--- src/rtl/bch_decoder_15_7.sv ---
// BCH(15,7,t=2) decoder over GF(16) (x^4+x+1): serial syndromes, closed-form key
// equation, serial Chien search. Fixed 32-cycle latency with a valid/ready handshake on each side.
module bch_decoder_15_7 #(
  parameter bit FAIL_PASSTHRU = 1'b1
) (
  input  logic        clk,
  input  logic        rst,
  input  logic        in_valid,
  output logic        in_ready,
  input  logic [14:0] in_codeword,
  output logic        out_valid,
  input  logic        out_ready,
  output logic [6:0]  out_data,
  output logic [14:0] out_corrected,
  output logic [1:0]  out_nerr,
  output logic        out_fail
);

  localparam int unsigned N = 15;
  localparam int unsigned M = 4;

  typedef enum logic [2:0] {IDLE, SYND, KEY, CHIEN, OUT} state_t;

  state_t       state, state_nx;
  logic [N-1:0] raw, word;
  logic [3:0]   cnt;
  logic [M-1:0] s1, s3, t1, t2;
  logic [1:0]   nexp, roots;
  logic         key_fail;

  // Polynomial-basis GF(16) multiply, reduced by x^4 = x + 1
  function automatic logic [M-1:0] gf_mul(input logic [M-1:0] a, input logic [M-1:0] b);
    logic [M-1:0] p, x;
    p = '0;
    x = a;
    for (int i = 0; i < 4; i++) begin
      if (b[i]) p = p ^ x;
      x = {x[2:0], 1'b0} ^ (x[3] ? 4'b0011 : 4'b0000);
    end
    return p;
  endfunction

  function automatic logic [M-1:0] gf_inv(input logic [M-1:0] a);
    case (a)
      4'h1: gf_inv = 4'h1;  4'h2: gf_inv = 4'h9;  4'h3: gf_inv = 4'hE;  4'h4: gf_inv = 4'hD;
      4'h5: gf_inv = 4'hB;  4'h6: gf_inv = 4'h7;  4'h7: gf_inv = 4'h6;  4'h8: gf_inv = 4'hF;
      4'h9: gf_inv = 4'h2;  4'hA: gf_inv = 4'hC;  4'hB: gf_inv = 4'h5;  4'hC: gf_inv = 4'hA;
      4'hD: gf_inv = 4'h4;  4'hE: gf_inv = 4'h3;  4'hF: gf_inv = 4'h8;  default: gf_inv = 4'h0;
    endcase
  endfunction

  logic [3:0]   bit_idx;
  logic         r_bit;
  logic [M-1:0] s1_cube, sigma2;
  logic         hit, last;
  logic [1:0]   roots_nx;
  logic [N-1:0] word_nx, result;
  logic         final_fail;

  // Datapath combinational helpers
  always_comb begin
    bit_idx    = 4'(4'd14 - cnt);
    r_bit      = raw[bit_idx];
    s1_cube    = gf_mul(gf_mul(s1, s1), s1);
    sigma2     = gf_mul(s3 ^ s1_cube, gf_inv(s1));
    hit        = ((4'h1 ^ t1 ^ t2) == 4'h0);
    last       = (cnt == 4'd14);
    roots_nx   = 2'(roots + 2'(hit));
    word_nx    = word ^ (N'(hit) << cnt);
    final_fail = key_fail || (roots_nx != nexp);
    if (!final_fail)        result = word_nx;
    else if (FAIL_PASSTHRU) result = raw;
    else                    result = '0;
  end

  always_ff @(posedge clk or posedge rst) begin
    if (rst) state <= IDLE;
    else     state <= state_nx;
  end

  always_comb begin
    state_nx = state;
    case (state)
      IDLE:    if (in_valid && in_ready) state_nx = SYND;
      SYND:    if (last) state_nx = KEY;
      KEY:     state_nx = CHIEN;
      CHIEN:   if (last) state_nx = OUT;
      OUT:     if (out_valid && out_ready) state_nx = IDLE;
      default: state_nx = IDLE;
    endcase
  end

  // out_valid follows one cycle into OUT so results settle before being offered
  always_ff @(posedge clk or posedge rst) begin
    if (rst) begin
      in_ready      <= 1'b1;
      out_valid     <= 1'b0;
      out_data      <= '0;
      out_corrected <= '0;
      out_nerr      <= '0;
      out_fail      <= 1'b0;
      raw           <= '0;
      word          <= '0;
      cnt           <= '0;
      s1            <= '0;
      s3            <= '0;
      t1            <= '0;
      t2            <= '0;
      nexp          <= '0;
      roots         <= '0;
      key_fail      <= 1'b0;
    end else begin
      in_ready  <= (state_nx == IDLE);
      out_valid <= (state == OUT) && (state_nx == OUT);
      case (state)
        IDLE: if (in_valid && in_ready) begin
          raw      <= in_codeword;
          word     <= in_codeword;
          cnt      <= '0;
          s1       <= '0;
          s3       <= '0;
          roots    <= '0;
          key_fail <= 1'b0;
        end
        SYND: begin
          s1  <= gf_mul(s1, 4'h2) ^ M'(r_bit);
          s3  <= gf_mul(s3, 4'h8) ^ M'(r_bit);
          cnt <= last ? 4'd0 : 4'(cnt + 4'd1);
        end
        KEY: begin
          cnt <= '0;
          t1  <= s1;
          if (s1 == 4'h0) begin
            t2       <= '0;
            nexp     <= 2'd0;
            key_fail <= (s3 != 4'h0);
          end else if (s3 == s1_cube) begin
            t2   <= '0;
            nexp <= 2'd1;
          end else begin
            t2   <= sigma2;
            nexp <= 2'd2;
          end
        end
        CHIEN: begin
          word  <= word_nx;
          roots <= roots_nx;
          t1    <= gf_mul(t1, 4'h9);
          t2    <= gf_mul(t2, 4'hD);
          cnt   <= last ? 4'd0 : 4'(cnt + 4'd1);
          if (last) begin
            out_corrected <= result;
            out_data      <= result[14:8];
            out_nerr      <= final_fail ? 2'd0 : roots_nx;
            out_fail      <= final_fail;
          end
        end
        default: ;
      endcase
    end
  end

endmodule

--- config.mk ---
export PLATFORM = sky130hd
export DESIGN_NAME = bch_decoder_15_7
export DESIGN_NICKNAME = d
export VERILOG_FILES = /design/src/rtl/bch_decoder_15_7.sv
export SDC_FILE = /design/constraint.sdc
export NUM_CORES = 1
export LEC_CHECK = 0
export ABC_AREA = 0
export CORE_AREA = 4 4 127 129
export DETAILED_ROUTE_END_ITERATION = 8
export DIE_AREA = 0 0 131 133
export GPL_TIMING_DRIVEN = 0
export PLACE_DENSITY = 0.56
export SLEW_MARGIN = 40
export SYNTH_ARGS = -nofsm -noshare
export SYNTH_HDL_FRONTEND = slang
export SYNTH_SLANG_ARGS = --single-unit
--- constraint.sdc ---
create_clock -name clk -period 11.4 [get_ports clk]
set_input_delay 2.28 -clock clk [delete_from_list [all_inputs] [get_ports clk]]
set_output_delay 2.28 -clock clk [all_outputs]
set_load 0.03 [all_outputs]
[After elaboration in Yosys (flattened, before gate mapping)]
Memory sizes are Yosys's and may differ from the RTL's.
Cells that the tools add are included.
Word-level totals
  word-level logic and storage cells: 152
  output and inout port bits: 27
  register bits: 85
  memories kept: 1
  memory bits (read-only): 64
Operators by class
  bitwise logic cells: 36
  equal/unequal tests: 10
  magnitude comparators: 1
  multiplexer cells: 62
  reductions and logical operators: 21
  shift-type cells: 1
  add/sub/neg operators: 3
Memory list
  (name not given): words 16, bits a word 4, read ports 1, clocked after Yosys merged registers in 0, wr ports 0, line 44  | case (a)
Operators by type and width (count)
  4-bit two-way mux: 21
  4-bit by 2-bit bitwise XOR with 4-bit output: 18
  4-bit bitwise XOR: 14
  2-bit two-way mux: 22
  4-bit case mux with 2 select lines: 4
  15-bit two-way mux: 2
  15-bit case mux with 2 select lines: 1
  3-bit case mux with 5 select lines: 1
  1-bit by 4-bit << shifter with 15-bit output: 1
  15-bit bitwise XOR: 1
  3-bit two-way mux: 4
  4-bit case mux with 3 select lines: 1
  2-bit AND reduction: 5
  4-bit logical NOT: 2
  2-bit nonzero test: 4
  4-bit by 1-bit bitwise XOR with 4-bit output: 2
  3-bit by 2-bit equality test with 1-bit output (second input constant): 2
  3-bit equality test (second input constant): 2
  3-bit logical NOT: 2
  4-bit by 5-bit less-than comparator with 1-bit output (second input constant): 1
  4-bit by 1-bit adder with 4-bit output (second input constant): 1
  1-bit binary-select mux with 4-bit select: 1
  4-bit equality test: 1
  4-bit equality test (second input constant): 1
  15 further kinds: 20

[Logic depth before layout (Yosys ltp)]
  depth in word-level cells: 28
  gate-level depth with buffers: 16
  depth with buffers taken out: 14

[Least setup slack after synthesis]
Ideal clock, no wire load.
  path type: register to register
  from: reg s1[3]
  to: reg t2[1]
  arrival time: 3.602 ns
  clock period less this slack: 3.728 ns
  data required time: 11.274 ns
  setup slack: 7.672 ns
  stages on the path, launching flop included: 17
  path buffers: 2
  setup time: 0.126 ns
  cells stage by stage: dfrtp_1 -> buf_2 -> inv_1 -> ha_1 -> buf_2 -> xnor2_1 -> o32ai_1 -> o2111ai_1 -> nor3b_1 -> xor2_1 -> nor3_1 -> or2_2 -> ha_1 -> nor2b_1 -> xnor3_1 -> xnor2_1 -> o22ai_1
Between the ends
  word-level cells in the longest chain between the ends: 26
  elaborated cells on any way between the ends: 44
RTL lines
  start, declared: line 27  | logic [M-1:0] s1, s3, t1, t2;
  start signal, assigned: line 126  | s1 <= gf_mul(s1, 4'h2) ^ M'(r_bit);
  2-bit two-way mux / 4-bit two-way mux (equally long branches): line 38, 37
  4-bit by 2-bit bitwise XOR with 4-bit output / 4-bit bitwise XOR (equally long branches): line 38, 37
  4-bit bitwise XOR, or another cell as far along: line 37  | if (b[i]) p = p ^ x;
  4-bit two-way mux / 4-bit bitwise XOR (equally long branches): line 37
  4-bit bitwise XOR / 4-bit two-way mux (equally long branches): line 37
  4-bit two-way mux / 4-bit bitwise XOR (equally long branches): line 37
  4-bit bitwise XOR / 4-bit two-way mux (equally long branches): line 37
  4-bit two-way mux, or another cell as far along (2 in a row): line 37
  (+9 left out)
  4-bit two-way mux / 4-bit by 2-bit bitwise XOR with 4-bit output (equally long branches): line 37, 38
  4-bit bitwise XOR: line 37
  4-bit two-way mux: line 37
  4-bit bitwise XOR: line 37
  4-bit two-way mux: line 37
  4-bit two-way mux: line 137  | end else if (s3 == s1_cube) begin
  4-bit two-way mux (*): line 133  | if (s1 == 4'h0) begin
  4-bit case mux with 2 select lines (*): line 115  | case (state)
  end signal, assigned: line 141  | t2 <= sigma2;
  end signal, assigned: line 149  | t2 <= gf_mul(t2, 4'hD);
  end, declared: line 27
Every way passes the cells marked *; elsewhere a longest branch is shown, timed or not.
A chain may end at the register's enable or synchronous reset.

[Final worst setup path]
Ends and elaborated chain as after synthesis.

==> metrics <==
Clock H-tree levels 3; initial drt markers 246; Final Skew between 7 and 8 ps; crit-path max FO 10; row count 45; Total Routing Usage GR 0.164; Critical Path Start Type register; PortBufs between 40 and 50; Die W around 130 um; worst skew pair latency 340 ps; Core ar. 15000 um2; Routed Antenna Nets 0; f_max roughly 0.22 GHz; post-CTS sizing 0; Post-Synthesis Cells 586; die area around 17000 um2; largest net degree at the start of global routing 47; Worst Path Arrival roughly 4700 ps; most frequent cell after synthesis nand2_1; # nets final 676; total negative slack 0 ps; clk slew on worst S/H paths 60 ps; Die Height 133 um; post-synthesis sequential area ratio 0.370; crit end category register; Synthesis Warnings 0; GP Congestion 0.870; EDFF count, synth 0; Residual DRC 0; global-route wire length before repair 22.8 mm; Worst slew margin 0.450; num ports 46; Setup Fix Bufs, Post-CTS 0; initial core utilization 0.351; Hold/Removal Path Class reg -> reg; CTS Hold Bufs 0; final critical-path share of the clock period 0.391; post-synth cell types slightly below 70; total CTS buffers 9; Hold Path Sink out_valid; TritonCTS Sinks 78; outcome finished clean; Top FF cell, synth dfrtp_1; Mean Syn Cell Area 9.01 um2; Antenna Diode Count 0; Tmin final 4460 ps; WHS Path Cells 1; RR Endpoint t2[1]; worst path cell trace buf_2 > inv_1 > ha_1 > buf_2 > xnor2_1 > o32ai_1 > o2111ai_1 > nor3b_1 > xor2_1 > nor3_1 > or2_2 > ha_1 > nor2b_1 > xnor3_1 > xnor2_1 > o22ai_1; min-delay src out_valid; DR pass1 iterations 6; top cell type's share of synthesized area 0.365; slowest CP cell ha_1; Post-Syn Area 5280 um2; Root Driver clkbuf_16; critical path's top delay family XOR/XNOR gates; final core utilization 0.422; # setup viols final 0; number of max-cap violations 0; Commonest cells post-synth nand2_1 (92), dfrtp_1 (77), o21ai_0 (54), nor2_1 (42), xnor2_1 (36); FFs w/ async S/R, synth 1.00; Clock Path Buffers 2; Yosys reg bits 78; Synth area leaders dfrtp_1 (37%), nand2_1 (6.5%), xnor2_1 (6.0%), o21ai_0 (5.1%), ha_1 (3.3%); via count between 4000 and 5000; number of global-route vias before repair between 4000 and 5000; RSZ-0062 raised after global routing no; worst reg-to-reg path cell count 16; critical path class reg -> reg; vias per inst around 5.3; initial antenna violation count 0; Worst-Margin Slew 819 ps; fillers 1490; Syn Nets about 620; share of layout cells above drive strength 1 0.108; area leader, netlist dfrtp_1; Max Transition Viols Final 0; slowest stage delay, CP 420 ps; Crit path required time 11620 ps; reg2reg setup slack 6940 ps; CTS tree yes; remaining global-route overflow 0; Detail Placement HPWL 10.4 mm; Final Hold Viols 0; CP bufs+invs 3; FF-to-FF Start s1[3]; wirelength, routed approximately 14 mm; Area Overhead vs Synth 20.1%; WL/cell 16.7 um
worst reg2reg max path, stage by stage (launching register included):
cell	delay [ps]
dfrtp_1	400
buf_2	240
inv_1	200
ha_1	420
buf_2	260
xnor2_1	180
o32ai_1	140
o2111ai_1	200
nor3b_1	420
xor2_1	320
nor3_1	150
or2_2	320
ha_1	310
nor2b_1	150
xnor3_1	350
xnor2_1	190
o22ai_1	100
how the worst max path moves through the flow:
stage | start | to | slack, ps | cells past startpoint
3_3_place_gp | rst | out_nerr[1] | 5790 | 2
3_5_place_dp | in_valid | word[6] | 6760 | 7
4_1_cts | s1[3] | t2[1] | 6950 | 16
2_1_floorplan | rst | cnt[0] | 7130 | 1
6_report | s1[3] | t2[1] | 6940 | 16
5_1_grt | s1[3] | t2[1] | 6710 | 16
layout by cell type (no fill, tap or decap), types with 3 or more instances in the layout:
master	count
a211oi_1	5
a21o_1	3
a21oi_1	14
a22oi_1	17
a31oi_1	4
and2_1	3
buf_1	3
buf_2	7
buf_4	8
bufinv_16	3
clkbuf_1	24
clkbuf_16	9
clkdlybuf4s50_1	45
dfrtp_1	77
ha_1	14
inv_1	11
mux2_2	15
mux2i_1	14
mux4_2	4
nand2_1	92
nand2b_1	11
nand3_1	12
nor2_1	42
nor2b_1	5
nor3_1	15
nor3b_1	3
o21ai_0	54
o21ai_1	5
o22ai_1	10
o31ai_1	4
or2_2	3
xnor2_1	36
xnor3_1	4
xor2_1	18
metal layers:
| metal | up-vias | track usage | part of all wire |
|---|---|---|---|
| li1 | 2155 | - | - |
| met1 | 2182 | 0.220 | 0.44 |
| met2 | 106 | 0.271 | 0.51 |
| met3 | 15 | 0.0287 | 0.038 |
| met4 | 0 | 0.0480 | 0.012 |
| met5 | - | 0 | 0 |
metrics by stage:
| stage | hold WS, ps | cells | area, um2 | worst slack, ps |
|---|---|---|---|---|
| 4_1_cts | 471 | 835 | 6340 | 6950 |
| 5_1_grt | 497 | 835 | 6340 | 6710 |
| 3_5_place_dp | 464 | 820 | 6000 | 6760 |
| 2_1_floorplan | 470 | 586 | 5280 | 7130 |
| 6_report | 463 | 835 | 6340 | 6940 |
| 3_3_place_gp | 456 | 819 | 5960 | 5790 |
kinds of logic after synthesis:
kind of cell	after synthesis	synth area share
xor gates and xnor gates	65	0.135
buffers and inverters	56	0.0486
AOI/OAI and AO/OA	134	0.158
DFF	78	0.370
and+or+nand+nor	204	0.175
adders and majority gates	15	0.0353
muxes	34	0.0785
final cells by class:
cell class	instances	area, um2	share of cell area
multi-input combinational	452	3070	0.485
sequential	78	1950	0.308
timing repair buffer	46	478	0.0754
tap	188	235	0.0371
clock buffer	9	225	0.0355
buffer	43	208	0.0328
clock inverter	6	111	0.0176
inverter	13	53.8	0.00849
state kept, by name, indices dropped and copies added, names as in the netlist:
signal / count
key_fail: 1
out_corrected: 8
s1: 4
out_fail: 1
out_nerr: 2
nexp: 2
t1: 4
t2: 4
roots: 2
in_ready: 1
word: 15
raw: 15
cnt: 4
out_valid: 1
out_data: 7
s3: 4
state: 3
Power is not shown: default switching activity piles up to over one toggle a cycle in this logic, so the estimate is an artifact.
